$ cat src/rtl/crypto_pkg.sv
// ---------------------------------------------------------------------------
// crypto_pkg
//
// Shared definitions for the crypto round sequencer and anything that talks
// to it: default widths, the round count, the encrypt/decrypt select
// encodings and the sequencer state type.
// ---------------------------------------------------------------------------
package crypto_pkg;

   localparam int DATA_W     = 32;
   localparam int CNT_W      = 2;
   localparam int NUM_ROUNDS = 4;

   localparam logic ENC = 1'b0;
   localparam logic DEC = 1'b1;

   typedef enum logic [1:0] {
      IDLE  = 2'd0,
      ROUND = 2'd1,
      DONE  = 2'd2
   } state_t;

endpackage

$ cat src/rtl/crypto_round_sequencer.sv
// ---------------------------------------------------------------------------
// crypto_round_sequencer
//
// Sequential controller that sits in front of the combinational round
// datapath. It takes one operation from the CPU execute stage, then walks
// the datapath through every round. Each round's output is fed back in as
// the next round's data. The final word is handed back under a
// valid/ready handshake.
//
// Ports:
//   CLK          system clock, rising edge
//   RST          synchronous, active-high reset
//   in_valid     CPU presents a new operation
//   in_ready     sequencer can accept an operation this cycle
//   rs1          plaintext/ciphertext operand
//   rs2          user key
//   sel          0 = encrypt, 1 = decrypt
//   out_valid    result available on rd
//   out_ready    CPU consumes the result
//   rd           final result word
//   busy         operation in flight (used by the CPU to stall)
//   crypt_rs1    data word to the round datapath
//   crypt_rs2    latched key to the round datapath
//   crypt_count  round index to the round datapath
//   crypt_sel    latched encrypt/decrypt select to the round datapath
//   crypt_rd     round datapath output (combinational from crypt_*)
// ---------------------------------------------------------------------------
module crypto_round_sequencer #(
   parameter int DATA_W     = crypto_pkg::DATA_W,
   parameter int NUM_ROUNDS = crypto_pkg::NUM_ROUNDS,
   parameter int CNT_W      = crypto_pkg::CNT_W
) (
   input  logic              CLK,
   input  logic              RST,
   input  logic              in_valid,
   output logic              in_ready,
   input  logic [DATA_W-1:0] rs1,
   input  logic [DATA_W-1:0] rs2,
   input  logic              sel,
   output logic              out_valid,
   input  logic              out_ready,
   output logic [DATA_W-1:0] rd,
   output logic              busy,
   output logic [DATA_W-1:0] crypt_rs1,
   output logic [DATA_W-1:0] crypt_rs2,
   output logic [CNT_W-1:0]  crypt_count,
   output logic              crypt_sel,
   input  logic [DATA_W-1:0] crypt_rd
);

   import crypto_pkg::*;

   localparam logic [CNT_W-1:0] LAST_ENC_ROUND = CNT_W'(NUM_ROUNDS - 1);
   localparam logic [CNT_W-1:0] LAST_DEC_ROUND = '0;

   state_t              state_q;
   state_t              state_d;
   logic [DATA_W-1:0]   data_q;
   logic [DATA_W-1:0]   key_q;
   logic [DATA_W-1:0]   rd_q;
   logic                sel_q;
   logic [CNT_W-1:0]    round_q;
   logic                accept;
   logic                last_round;

   // Encryption counts up and finishes on the top index. Decryption runs
   // the same schedule backwards and finishes on index zero.
   assign last_round = (sel_q == ENC) ? (round_q == LAST_ENC_ROUND)
                                      : (round_q == LAST_DEC_ROUND);

   // Next-state and handshake decode. A new operation is taken either from
   // IDLE or from DONE in the same cycle the CPU drains the previous result.
   // This gives back-to-back operations with no idle bubble between them.
   always_comb begin
      state_d  = state_q;
      accept   = 1'b0;
      in_ready = 1'b0;
      case (state_q)
         IDLE: begin
            in_ready = 1'b1;
            if (in_valid) begin
               accept  = 1'b1;
               state_d = ROUND;
            end
         end
         ROUND: begin
            if (last_round) begin
               state_d = DONE;
            end
         end
         DONE: begin
            in_ready = out_ready;
            if (out_ready) begin
               if (in_valid) begin
                  accept  = 1'b1;
                  state_d = ROUND;
               end else begin
                  state_d = IDLE;
               end
            end
         end
         default: begin
            state_d = IDLE;
         end
      endcase
   end

   // State register. Reset drops any operation in flight straight back to
   // IDLE, so a partially computed result is never presented.
   always_ff @(posedge CLK) begin
      if (RST) begin
         state_q <= IDLE;
      end else begin
         state_q <= state_d;
      end
   end

   // Operand, key and round-index registers. These feed the datapath
   // directly, so the datapath sees no combinational path from the CPU
   // inputs. Outside ROUND these registers just hold, which keeps crypt_*
   // stable. The result register is written only on the last round. This
   // keeps rd steady for as long as the CPU stalls the handshake.
   always_ff @(posedge CLK) begin
      if (RST) begin
         data_q  <= '0;
         key_q   <= '0;
         sel_q   <= 1'b0;
         round_q <= '0;
         rd_q    <= '0;
      end else if (accept) begin
         data_q  <= rs1;
         key_q   <= rs2;
         sel_q   <= sel;
         round_q <= (sel == ENC) ? LAST_DEC_ROUND : LAST_ENC_ROUND;
      end else if (state_q == ROUND) begin
         data_q <= crypt_rd;
         if (last_round) begin
            rd_q <= crypt_rd;
         end else if (sel_q == ENC) begin
            round_q <= round_q + CNT_W'(1);
         end else begin
            round_q <= round_q - CNT_W'(1);
         end
      end
   end

   // The datapath and CPU-facing outputs are plain register taps and
   // state decodes.
   assign crypt_rs1   = data_q;
   assign crypt_rs2   = key_q;
   assign crypt_sel   = sel_q;
   assign crypt_count = round_q;
   assign rd          = rd_q;
   assign out_valid   = (state_q == DONE);
   assign busy        = (state_q != IDLE);

endmodule

$ cat config.mk
export PLATFORM = sky130hd
export DESIGN_NAME = crypto_round_sequencer
export DESIGN_NICKNAME = d
export VERILOG_FILES = /design/src/rtl/crypto_pkg.sv /design/src/rtl/crypto_round_sequencer.sv
export SDC_FILE = /design/constraint.sdc
export NUM_CORES = 1
export LEC_CHECK = 0
export CELL_PAD_IN_SITES_DETAIL_PLACEMENT = 1
export CELL_PAD_IN_SITES_GLOBAL_PLACEMENT = 2
export CORE_AREA = 4 4 144 146
export CTS_CLUSTER_SIZE = 16
export DETAILED_ROUTE_END_ITERATION = 10
export DIE_AREA = 0 0 148 150
export GPL_ROUTABILITY_DRIVEN = 0
export PLACE_DENSITY = 0.88
export RECOVER_POWER = 100
export SLEW_MARGIN = 20
export SYNTH_ARGS = -nofsm -noshare
export SYNTH_HDL_FRONTEND = slang
export SYNTH_SLANG_ARGS = --single-unit
$ cat constraint.sdc
create_clock -name CLK -period 1.95 [get_ports CLK]
set_input_delay 0.195 -clock CLK [delete_from_list [all_inputs] [get_ports CLK]]
set_output_delay 0.195 -clock CLK [all_outputs]
set_load 0.02 [all_outputs]
==> flow_metrics.tcl <==
set metrics [dict create \
    status "completed" \
    finalHoldViolations 0 \
    crit_required_ns 1.75 \
    muxShareOfSynthArea_pct 6.936 \
    whs_ns 0.3978 \
    clockRootBuffer "clkbuf_16" \
    synth_top_family_by_area "compound AO/OA/AOI/OAI gates" \
    drt_iter0_markers 174 \
    yosysTopAreaCellShare_pct 43.78 \
    leakagePower_nw 2.652 \
    crit_start "state_q[1]$_SDFFE_PP0P_" \
    clock_path_buffers 2 \
    crit_path_max_fanout 7 \
    ant_nets 0 \
    synth-seq-area-share_pct 43.78 \
    pwr-share-seq_pct 41.9 \
    final_cells 952 \
    mostFrequentLayoutCells "129 x nand2_1, 100 x clkdlybuf4s50_1, 99 x dfxtp_1, 99 x dlygate4sd3_1, 37 x a21oi_1" \
    ir_worst_vdd_v 0.0003546 \
    r2r_cells 4 \
    clk_latency_ns 0.34 \
    grt_overflow 0 \
    worstSetupPathType "reg2out" \
    numCtsBuffers 9 \
    fin_crit_sh_pct 93.80 \
    grt_pass1_vias 5050 \
    netlist_top_cells_area "dfxtp_1 44%, nand2_1 10%, mux2i_1 6.9%" \
    drive_above_1_share_pct 6.987 \
    fin_crit_ns 1.829 \
    layout.nets 785 \
    cts.reportedPaths.clkPinSlew_ns 0.07 \
    syn_inst 518 \
    rows 51 \
    cts_hold_buf 0 \
    setup_viol 0 \
    synthDistinctLibCells 34 \
    fin_skew_ns 0.006157 \
    grt_max_degree 67 \
    worst_pin_slew_ns 0.8167 \
    p_int_mw 3.875 \
    synthToLayoutAreaGrowth_pct 53.24 \
    synth-xor-area-share_pct 0 \
    placed_area_um2 6892 \
    power_density_nw_per_um2 771.0 \
    reg2reg_from "state_q[1]$_SDFFE_PP0P_" \
    cts_resized 1 \
    die_h_um 150 \
    setup_slack_ns 0.1209 \
    rsz0062_at_grt "no" \
    die_w_um 148 \
    start_util_pct 23.81 \
    synth_compound_area_share_pct 25.03 \
    p_total_mw 5.456 \
    slew_headroom_pct 45.56 \
    ff2ff_setup_slack_ns 0.18 \
    yosys.area_share.simple_pct 16.85 \
    avgSynthCellArea_um2 8.915 \
    pwr-share-comb_pct 22.7 \
    htreeDepth 3 \
    crit_arrival_ns 1.63 \
    final_common_cell "nand2_1" \
    routed_wl_um 17960 \
    critPathLaunchType "flop" \
    grt_first_pass_wirelength_um 28410 \
    yosysTopAreaCell "dfxtp_1" \
    firstDrtPassIters 4 \
    hold_class "in2reg" \
    clock-sinks 101 \
    fmax_mhz 546.7 \
    n_antenna_cell 0 \
    gr-usage-all-layers_pct 15.96 \
    core_um2 19400 \
    place_inst 938 \
    slew_violations 0 \
    dieArea_um2 22200 \
    clkPwrFrac_pct 35.4 \
    switching_share_pct 28.98 \
    cap_violations 0 \
    synth-adder-area-share_pct 0 \
    syn-num-nets 619 \
    syn_area_um2 4618 \
    worstSetupEndpoint "busy" \
    r2r-end "crypt_rs1[15]$_SDFFE_PP0P_" \
    vias 4735 \
    yosys_warnings 0 \
    wl_per_cell_um 18.87 \
    tns_ns 0 \
    port_buffers 202 \
    dp_slack_ns 0.09479 \
    nFillCells 2274 \
    final_area_um2 7077 \
    vias_per_cell 4.974 \
    final_core_util_pct 36.48 \
    end_kind "primary output" \
    cts_tree "done" \
    postCtsSetupBuffers 0 \
    dp_hpwl_um 12120 \
    p_switching_mw 1.581 \
    drcViolationCount 0 \
    ys_ff_latch 101 \
    io_pins 203 \
    antenna_found_initial 1 \
]
-- logic make-up (layout without fill, tap and decap cells) --
group,Yosys count,in the layout
flops,101,101
compound gates,140,140
mux,32,32
simple gates,174,174
buf+inv,71,240
-- layout make-up --
type / instances / area (µm²) / area share, %
clock inverters: 4 / 75.07 / 1.061
flip-flops and latches: 101 / 2027 / 28.64
well taps: 265 / 331.6 / 4.685
multi-input cells: 346 / 2185 / 30.87
clock buffers: 10 / 229.0 / 3.236
repair buffers: 221 / 2211 / 31.24
inverters: 5 / 18.77 / 0.2652
-- worst min path at each step --
stage | start | endpoint | slack (ns) | depth (start not counted)
after detailed placement | rd[3]$_SDFFE_PP0P_ | rd[3]$_SDFFE_PP0P_ | 0.45 | 2
after CTS | RST | state_q[1]$_SDFFE_PP0P_ | 0.40 | 3
after global placement | rd[16]$_SDFFE_PP0P_ | rd[16]$_SDFFE_PP0P_ | 0.44 | 2
after global routing | RST | state_q[1]$_SDFFE_PP0P_ | 0.44 | 3
final | RST | state_q[1]$_SDFFE_PP0P_ | 0.40 | 3
after floorplan | crypt_rd[0] | rd[0]$_SDFFE_PP0P_ | 0.34 | 2
-- synth_stat cells --
| library cell | n |
|---|---|
| a21oi_1 | 36 |
| a21oi_4 | 1 |
| a311oi_1 | 15 |
| a311oi_2 | 17 |
| a31oi_1 | 1 |
| and4bb_2 | 1 |
| buf_1 | 3 |
| buf_2 | 8 |
| buf_4 | 2 |
| buf_6 | 3 |
| buf_8 | 3 |
| clkbuf_1 | 46 |
| clkbuf_2 | 1 |
| clkinv_1 | 2 |
| dfxtp_1 | 101 |
| inv_1 | 3 |
| mux2i_1 | 32 |
| nand2_1 | 129 |
| nand2b_1 | 1 |
| nand3_1 | 1 |
| nand3b_1 | 1 |
| nand4b_1 | 1 |
| nor2_1 | 2 |
| nor2b_1 | 2 |
| nor3_1 | 1 |
| nor4_1 | 32 |
| o2111ai_1 | 34 |
| o21a_1 | 1 |
| o21ai_0 | 1 |
| o31ai_1 | 33 |
| o41ai_1 | 1 |
| or3_1 | 1 |
| or3b_4 | 1 |
| or4bb_1 | 1 |
-- worst max-delay path, stage by stage, from the launching register on --
cell	delay [ns]
dfxtp_2	0.42
clkinv_1	0.17
nand2_1	0.11
clkdlybuf4s50_1	0.60
-- power groups by stage --
stage                     Clock (mW)  Sequential, mW  Combinational, mW
after detailed placement           0            2.34               1.34
after CTS                       2.00            2.30               1.35
after global placement             0            2.34               1.33
after floorplan                    0            2.49              0.504
after global routing            2.08            2.31               1.34
final                           1.93            2.29               1.24
-- state kept, by name, indices dropped and copies added, names as in the netlist --
register,flops
crypt_count,2
state_q,2
crypt_rs1,32
rd,32
crypt_rs2,32
crypt_sel,1
-- metal layers --
metal,GRT usage (%),wire (µm),vias to the layer above
met1,19.80,7806,2335
met2,26.49,8480,134
met5,0,8,-
met4,3.880,209,2
li1,-,-,2249
met3,5.784,1459,15
No activity file was read; power rests on OpenSTA's default activity.
